===== src/rtl/tour_pkg.sv =====
// Shared constants and state encoding for the knight's-tour command replayer.
package tour_pkg;

    // Headings understood by the downstream command processor
    localparam logic [7:0] HEAD_NORTH = 8'h00;
    localparam logic [7:0] HEAD_WEST  = 8'h3F;
    localparam logic [7:0] HEAD_SOUTH = 8'h7F;
    localparam logic [7:0] HEAD_EAST  = 8'hBF;

    // Command opcodes: the horizontal leg ends a knight move, so it plays the fanfare
    localparam logic [3:0] OP_MOVE     = 4'h2;
    localparam logic [3:0] OP_MOVE_FAN = 4'h3;

    // Response bytes returned to the host
    localparam logic [7:0] RESP_DONE = 8'hA5;
    localparam logic [7:0] RESP_BUSY = 8'h5A;

    // Index of the last move of a 5x5 tour (25 squares -> 24 moves)
    localparam logic [4:0] LAST_MOVE = 5'd23;

    typedef enum logic [2:0] {
        IDLE,
        VERT,
        WAIT_V,
        HORZ,
        WAIT_H
    } tour_state_t;

    // Magnitude of a signed 3-bit displacement as a 4-bit square count
    function automatic logic [3:0] abs_squares(input logic signed [2:0] v);
        logic [2:0] u;
        u = v[2] ? (~v + 3'd1) : v;
        return {1'b0, u};
    endfunction

endpackage


===== src/rtl/tour_move_decode.sv =====
// Converts a one-hot knight move into signed (dx, dy) displacements.
// A non-one-hot code resolves to its lowest set bit; all-zero gives (0, 0).
module tour_move_decode (
    input  logic [7:0]        move,
    output logic signed [2:0] dx,
    output logic signed [2:0] dy
);

    // Priority decode, lowest set bit first
    always_comb begin
        dx = 3'sb000;
        dy = 3'sb000;
        casez (move)
            8'b???????1: begin dx = 3'sb001; dy = 3'sb010; end  // +1,+2
            8'b??????10: begin dx = 3'sb111; dy = 3'sb010; end  // -1,+2
            8'b?????100: begin dx = 3'sb110; dy = 3'sb001; end  // -2,+1
            8'b????1000: begin dx = 3'sb110; dy = 3'sb111; end  // -2,-1
            8'b???10000: begin dx = 3'sb111; dy = 3'sb110; end  // -1,-2
            8'b??100000: begin dx = 3'sb001; dy = 3'sb110; end  // +1,-2
            8'b?1000000: begin dx = 3'sb010; dy = 3'sb111; end  // +2,-1
            8'b10000000: begin dx = 3'sb010; dy = 3'sb001; end  // +2,+1
            default:     begin dx = 3'sb000; dy = 3'sb000; end
        endcase
    end

endmodule


===== src/rtl/tour_cmd.sv =====
// Replays a solved knight's tour as pairs of drive commands (vertical leg,
// then horizontal leg with fanfare), and otherwise passes UART commands through.
module tour_cmd
    import tour_pkg::*;
(
    input  logic        clk,
    input  logic        rst_n,
    input  logic        start_tour,
    input  logic [7:0]  move,
    output logic [4:0]  mv_indx,
    input  logic [15:0] cmd_UART,
    input  logic        cmd_rdy_UART,
    input  logic        clr_cmd_rdy,
    input  logic        send_resp,
    output logic        clr_cmd_rdy_UART,
    output logic [15:0] cmd,
    output logic        cmd_rdy,
    output logic [7:0]  resp
);

    tour_state_t state_reg, state_next;
    logic [4:0]  mv_indx_reg, mv_indx_next;

    logic signed [2:0] dx, dy;
    logic [15:0]       vert_cmd, horz_cmd;
    logic              move_none;

    tour_move_decode u_decode (
        .move (move),
        .dx   (dx),
        .dy   (dy)
    );

    // The move input is indexed by mv_indx, so both legs stay constant for
    // the whole handshake without needing a command holding register.
    assign vert_cmd  = {OP_MOVE,     (dy[2] ? HEAD_SOUTH : HEAD_NORTH), abs_squares(dy)};
    assign horz_cmd  = {OP_MOVE_FAN, (dx[2] ? HEAD_WEST  : HEAD_EAST),  abs_squares(dx)};
    assign move_none = (move == 8'h00);
    assign mv_indx   = mv_indx_reg;

    // State and move-index registers
    always_ff @(posedge clk or negedge rst_n) begin
        if (!rst_n) begin
            state_reg   <= IDLE;
            mv_indx_reg <= 5'd0;
        end else begin
            state_reg   <= state_next;
            mv_indx_reg <= mv_indx_next;
        end
    end

    // Next-state logic and command mux
    always_comb begin
        state_next       = state_reg;
        mv_indx_next     = mv_indx_reg;
        cmd              = 16'h0000;
        cmd_rdy          = 1'b0;
        clr_cmd_rdy_UART = 1'b0;
        resp             = RESP_BUSY;
        case (state_reg)
            IDLE: begin
                cmd              = cmd_UART;
                cmd_rdy          = cmd_rdy_UART;
                clr_cmd_rdy_UART = clr_cmd_rdy;
                resp             = RESP_DONE;
                if (start_tour) begin
                    mv_indx_next = 5'd0;
                    state_next   = VERT;
                end
            end
            VERT: begin
                // An empty move means the solver had nothing to give: give up quietly
                if (move_none) begin
                    state_next = IDLE;
                end else begin
                    cmd     = vert_cmd;
                    cmd_rdy = 1'b1;
                    if (clr_cmd_rdy)
                        state_next = WAIT_V;
                end
            end
            WAIT_V: begin
                cmd = vert_cmd;
                if (send_resp)
                    state_next = HORZ;
            end
            HORZ: begin
                cmd     = horz_cmd;
                cmd_rdy = 1'b1;
                if (clr_cmd_rdy)
                    state_next = WAIT_H;
            end
            WAIT_H: begin
                cmd = horz_cmd;
                if (mv_indx_reg == LAST_MOVE)
                    resp = RESP_DONE;
                if (send_resp) begin
                    if (mv_indx_reg == LAST_MOVE) begin
                        state_next = IDLE;
                    end else begin
                        mv_indx_next = mv_indx_reg + 5'd1;
                        state_next   = VERT;
                    end
                end
            end
            default: state_next = IDLE;
        endcase
    end

endmodule


===== config.mk =====
export PLATFORM = sky130hd
export DESIGN_NAME = tour_cmd
export DESIGN_NICKNAME = d
export VERILOG_FILES = /design/src/rtl/tour_pkg.sv /design/src/rtl/tour_move_decode.sv /design/src/rtl/tour_cmd.sv
export SDC_FILE = /design/constraint.sdc
export NUM_CORES = 1
export LEC_CHECK = 0
export ABC_AREA = 1
export CORE_MARGIN = 8
export CORE_UTILIZATION = 41
export CTS_CLUSTER_SIZE = 40
export DETAILED_ROUTE_END_ITERATION = 8
export GPL_TIMING_DRIVEN = 0
export PLACE_DENSITY = 0.88
export SETUP_SLACK_MARGIN = 0.5
export SYNTH_ARGS = -nofsm -noshare
export SYNTH_HDL_FRONTEND = slang
export SYNTH_SLANG_ARGS = --single-unit

===== constraint.sdc =====
create_clock -name clk -period 4.9 [get_ports clk]
set_clock_uncertainty 0.2 [all_clocks]
set_input_delay 0.98 -clock clk [delete_from_list [all_inputs] [get_ports clk]]
set_output_delay 0.98 -clock clk [all_outputs]
set_load 0.01 [all_outputs]

Word-level counts from Yosys, hierarchy flattened

Cells that the tools add are included.

Add/subtract/negate cells: 3
Equality and inequality tests: 18
Muxes and demuxes: 25
Bitwise logic cells: 2
Reductions and logical operators: 14

Operators by type and width:

| kind                | count |
|---|---|
| $pmux 16 s4         | 1 |
| $mux 3              | 8 |
| $pmux 3 s4          | 2 |
| $reduce_or 2->1     | 9 |
| $mux 8              | 2 |
| $pmux 8 s2          | 1 |
| $mux 5              | 3 |
| $pmux 3 s5          | 1 |
| $mux 14             | 1 |
| $eq 5x5->1 const B  | 2 |
| $ne 2x2->1 const B  | 5 |
| $pmux 5 s2          | 1 |
| $eq 8x8->1 const B  | 1 |
| $logic_not 8->1     | 1 |
| $eq 7x7->1 const B  | 1 |
| $mux 7              | 1 |
| $add 3x1->3 const B | 2 |
| $eq 3x2->1 const B  | 2 |
| $eq 3x3->1 const B  | 2 |
| $eq 6x6->1 const B  | 1 |
| $not 3->3           | 2 |
| $add 5x1->5 const B | 1 |
| $reduce_and 5->1    | 1 |
| $eq 4x4->1 const B  | 1 |
| 8 further kinds     | 10 |

Register bits: 8
Input bits: 30
Output and inout port bits: 31

Logic depth before layout (Yosys ltp)

Gate-level depths: netlist of run 1.

Word-level depth: 8
Depth in mapped cells: 10
Mapped depth without buffers: 10

Modules after synthesis

A second synthesis of run 1 with hierarchy kept.

Cells, all modules: 195
Area, all modules: 1092.3 µm²

Modules (own cells, without submodules):

| module           | times used | cells an instance | area each (µm²) |
|---|---|---|---|
| tour_cmd         | 1          | 163               | 960.9 |
| tour_move_decode | 1          | 32                | 131.4 |

Worst setup path before layout of run 1

No wires, ideal clock.

Kind: input -> output
Start point: input port move[3]
End point: output port cmd[1]
Arrival time: 2.060 ns
Required time: 3.720 ns
Slack: 1.660 ns
Stages: 10
Buffers on the path: 0
Path through: nor2_1 nand3_1 nand2_1 inv_1 nor2_1 ha_1 o21ai_1 nor2_1 nor2_1 o21ai_1

Word-level cells in the longest chain between the ends: 8
Elaborated cells on any way between the ends: 23
Those cells by class: add/sub (2); eq/ne (5); mux (6); bitwise (2); reduce/logical (8)

RTL lines:

| what                                     | line                   | text |
|---|---|---|
| from (decl)                              | tour_cmd.sv:9          | `input logic [7:0] move,` |
| $eq 8x8->1, or another cell as far along | tour_move_decode.sv:13 | `casez (move)` |
| $reduce_or 2->1 (no source line)         | -                      |  |
| $pmux 3 s4                               | tour_move_decode.sv:13 |  |
| $not 3->3                                | tour_pkg.sv:32         | `u = v[2] ? (~v + 3'd1) : v;` |
| $add 3x1->3                              | tour_pkg.sv:32         |  |
| $mux 3                                   | tour_pkg.sv:32         |  |
| $mux 14                                  | tour_cmd.sv:73         | `if (move_none) begin` |
| $pmux 16 s4 *                            | tour_cmd.sv:60         | `case (state_reg)` |
| to (decl)                                | tour_cmd.sv:16         | `output logic [15:0] cmd,` |

Mark *: on every way between the ends. The rest lies on a longest branch, timed or not.

Worst setup path after layout of run 1

Ends and elaborated chain as after synthesis.

==> flow_summary.yaml, run 1 <==
floorplan:
  die-area_sq_mm: 0.004367
  start_util: 0.4228
  row_count: 18
  die_x_um: 66.09
  coreArea_sq_mm: 0.002432
  die_h_um: 66.09
  pin_count: 61
power:
  p_int_mw: 0.5682
  comb_power_share: 0.835
  p_sw_frac: 0.4621
  power_leakage_nw: 0.8221
  finalPower_mw: 1.056
  power_frac_clock: 0.051
  worst_ir_drop_vdd_uv: 402.5
  power.switching_mw: 0.4881
  power_frac_seq: 0.114
  pwr_density_cell_mw_per_mm2: 621.7
clock_tree:
  clockRootBuffer: "clkbuf_4"
  cts_buffer_depth: 2
  cts_sinks: 8
  cts_buffers: 3
  clkTransAtPathRegs_ns: 0.05
  cts_tree: "yes"
  htreeDepth: 1
  cts_setup_buffers: 0
  worstSkewPairLatency_ns: 0.27
layout:
  layout_common_cells: "clkdlybuf4s50_1 (60), nand2_1 (38), inv_1 (23)"
  largest_register_ffs: 5
  final_common_cell: "clkdlybuf4s50_1"
  syn2layout_area_growth_pct: 65.21
  finalNonFillerCells: 254
  n_fill_cell: 213
  diodes: 0
  drive_above_1_share: 0.1429
  final_util: 0.6986
  nNetsFinal: 259
synthesis:
  synth_top_area_share: 0.1946
  syn_nets: 194
  synth-seq-cells: 8
  yosysTopAreaCell: "dfrtp_1"
  synth_seq_area_share: 0.1946
  avgSynthCellArea_sq_um: 6.388
  mappedNetlistArea_sq_mm: 0.001028
  synthCells: 161
  synth.area.top_cells: "dfrtp_1 (19%), nand2_1 (14%), inv_1 (8.4%), nor2_1 (8.0%), nand3_1 (5.4%)"
  ys_warn_count: 0
  yosysUniqueCellTypes: 29
timing:
  slew_viol_final: 0
  finalSetupViolCount: 0
  fmax_mhz: 236.3
  post-route-period-util: 0.8637
  hold_violations: 0
  tightest_slew_ns: 0.3818
  max_slew_margin: 0.7446
  period_minus_slack_ns: 4.232
  fin_setup_tns_ns: 0
  rsz0062_at_grt: "false"
global_routing:
  grt_use_total: 0.1287
  overflow: 0
  grt_max_degree: 11
  antenna_found_initial: 0
  grt_pass1_wl_mm: 4.581
  grt_pass1_vias: 1040
setup_path:
  arrival_ns: 3.05
  slowest_delay_ns: 0.55
  critPathTopFamily: "buffers and inverters"
  required_ns: 3.72
  cp-start-kind: "input port"
  crit_type: "input port to primary output"
  crit_top_cell: "nor2_1"
  cp_max_fo: 4
  worstPathCellList: "clkdlybuf4s50_1, nor2_4, nand2_1, nor2_1, nor2_2, ha_1, o21ai_1, nor2_1, nor2_1, o21ai_1, clkdlybuf4s50_1"
  crit_buf_inv: 2
  end_kind: "primary output"
  critPathSlowestCell: "clkdlybuf4s50_1"
flow_run:
  max_cap_violations: 0
detailed_routing:
  ant_nets: 0
  first_iter_violations: 45
  via_per_inst: 4.902
  wl_per_cell_um: 12.09
  dr.pass1.iters: 4
  dr_total_vias: 1245
  wl_mm: 3.070
  drc_errors: 0
run_status:
  status: "finished clean"
place:
  post-dp-hpwl_mm: 2.640
  dp.cells: 251
  io_buffers: 60
  gp_congestion: 0.8482
hold_path:
  min_path_type: "flip-flop to flip-flop"
## routing by layer
metal	GRT usage	vias to the layer above	part of all wire
met5	0	-	0
met4	0.05600	0	0.019
met3	0.04407	8	0.10
met2	0.2063	45	0.49
met1	0.1514	553	0.39
li1	-	639	-
## through the flow
step	hold slack [ns]	worst slack [ns]	cell area [sq um]
floorplan	0.3685	1.660	1028
global placement	0.3410	0.6755	1667
detailed placement	0.3462	0.6188	1667
CTS	0.3616	0.6129	1689
global route	0.4022	0.5478	1699
finish	0.3611	0.6681	1699
## cell type report
| class | count | area, sq um | area share |
|---|---|---|---|
| inverters | 28 | 105.1 | 0.06186 |
| plain buffers | 7 | 56.30 | 0.03314 |
| multi-input cells | 118 | 676.9 | 0.3984 |
| well taps | 30 | 37.54 | 0.02209 |
| flip-flops and latches | 8 | 200.2 | 0.1178 |
| clock buffers | 3 | 22.52 | 0.01325 |
| repair buffers | 60 | 600.6 | 0.3535 |
## timing repair
item | CTS | global route
hold buffers | 0 | 0
endpoints found under the setup margin | 0 | 1
gates resized for setup | 0 | 3
## worst register-to-register path, stage by stage (launching register included)
cell and delay (ns):
dfrtp_1 0.41, ha_1 0.20, nand2_1 0.09, nor2_1 0.19, nor2_4 0.06, nor2_4 0.18
nor2_8 0.06, o21a_1 0.18
## cell families after synthesis
logic type               share of synthesized area
AO/OA/AOI/OAI                               0.1813
adder cells (fa/ha/maj)                    0.03650
XOR/XNOR                                   0.01703
buffers and inverters                       0.1569
flip-flops                                  0.1946
AND/OR/NAND/NOR                             0.4136
## cells in the mapped netlist (all sizes together)
cell,n
inv,28
o21ai,11
nand2,43
o211ai,1
dfrtp,8
nand4,4
nor2,26
o21a,1
ha,3
buf,7
a22o,1
a22oi,6
nand3,11
nand3b,1
or2,1
nor3,1
a21oi,5
xor2,2
o31ai,1
## final timing paths
| kind | to | cells past startpoint | start | slack [ns] |
|---|---|---|---|---|
| max in group asynchronous | mv_indx[2]$_DFFE_PN0P_ | 1 | rst_n | 3.44 |
| max reg2reg | mv_indx[0]$_DFFE_PN0P_ | 7 | mv_indx[0]$_DFFE_PN0P_ | 3.21 |
| max | cmd[1] | 11 | move[3] | 0.67 |
| min | mv_indx[1]$_DFFE_PN0P_ | 2 | mv_indx[1]$_DFFE_PN0P_ | 0.36 |
| min reg2reg | mv_indx[1]$_DFFE_PN0P_ | 2 | mv_indx[1]$_DFFE_PN0P_ | 0.36 |
| min in group asynchronous | mv_indx[4]$_DFFE_PN0P_ | 1 | rst_n | 0.78 |
## power by group through the flow
stage,combinational (mW),clock (mW),sequential [mW]
final,0.882,0.0539,0.120
after floorplan,0.484,0,0.119
after global routing,0.949,0.0601,0.122
after CTS,0.890,0.0565,0.120
after global placement,0.878,0,0.121
after detailed placement,0.888,0,0.121
Power figures use the tool's default switching activity.
==> run 2: changes to the inputs <==
CAP_MARGIN = 30   (was unset)
==> results of run 2 <==
No change in the layout: final DEF, timing and power equal those of run 1.
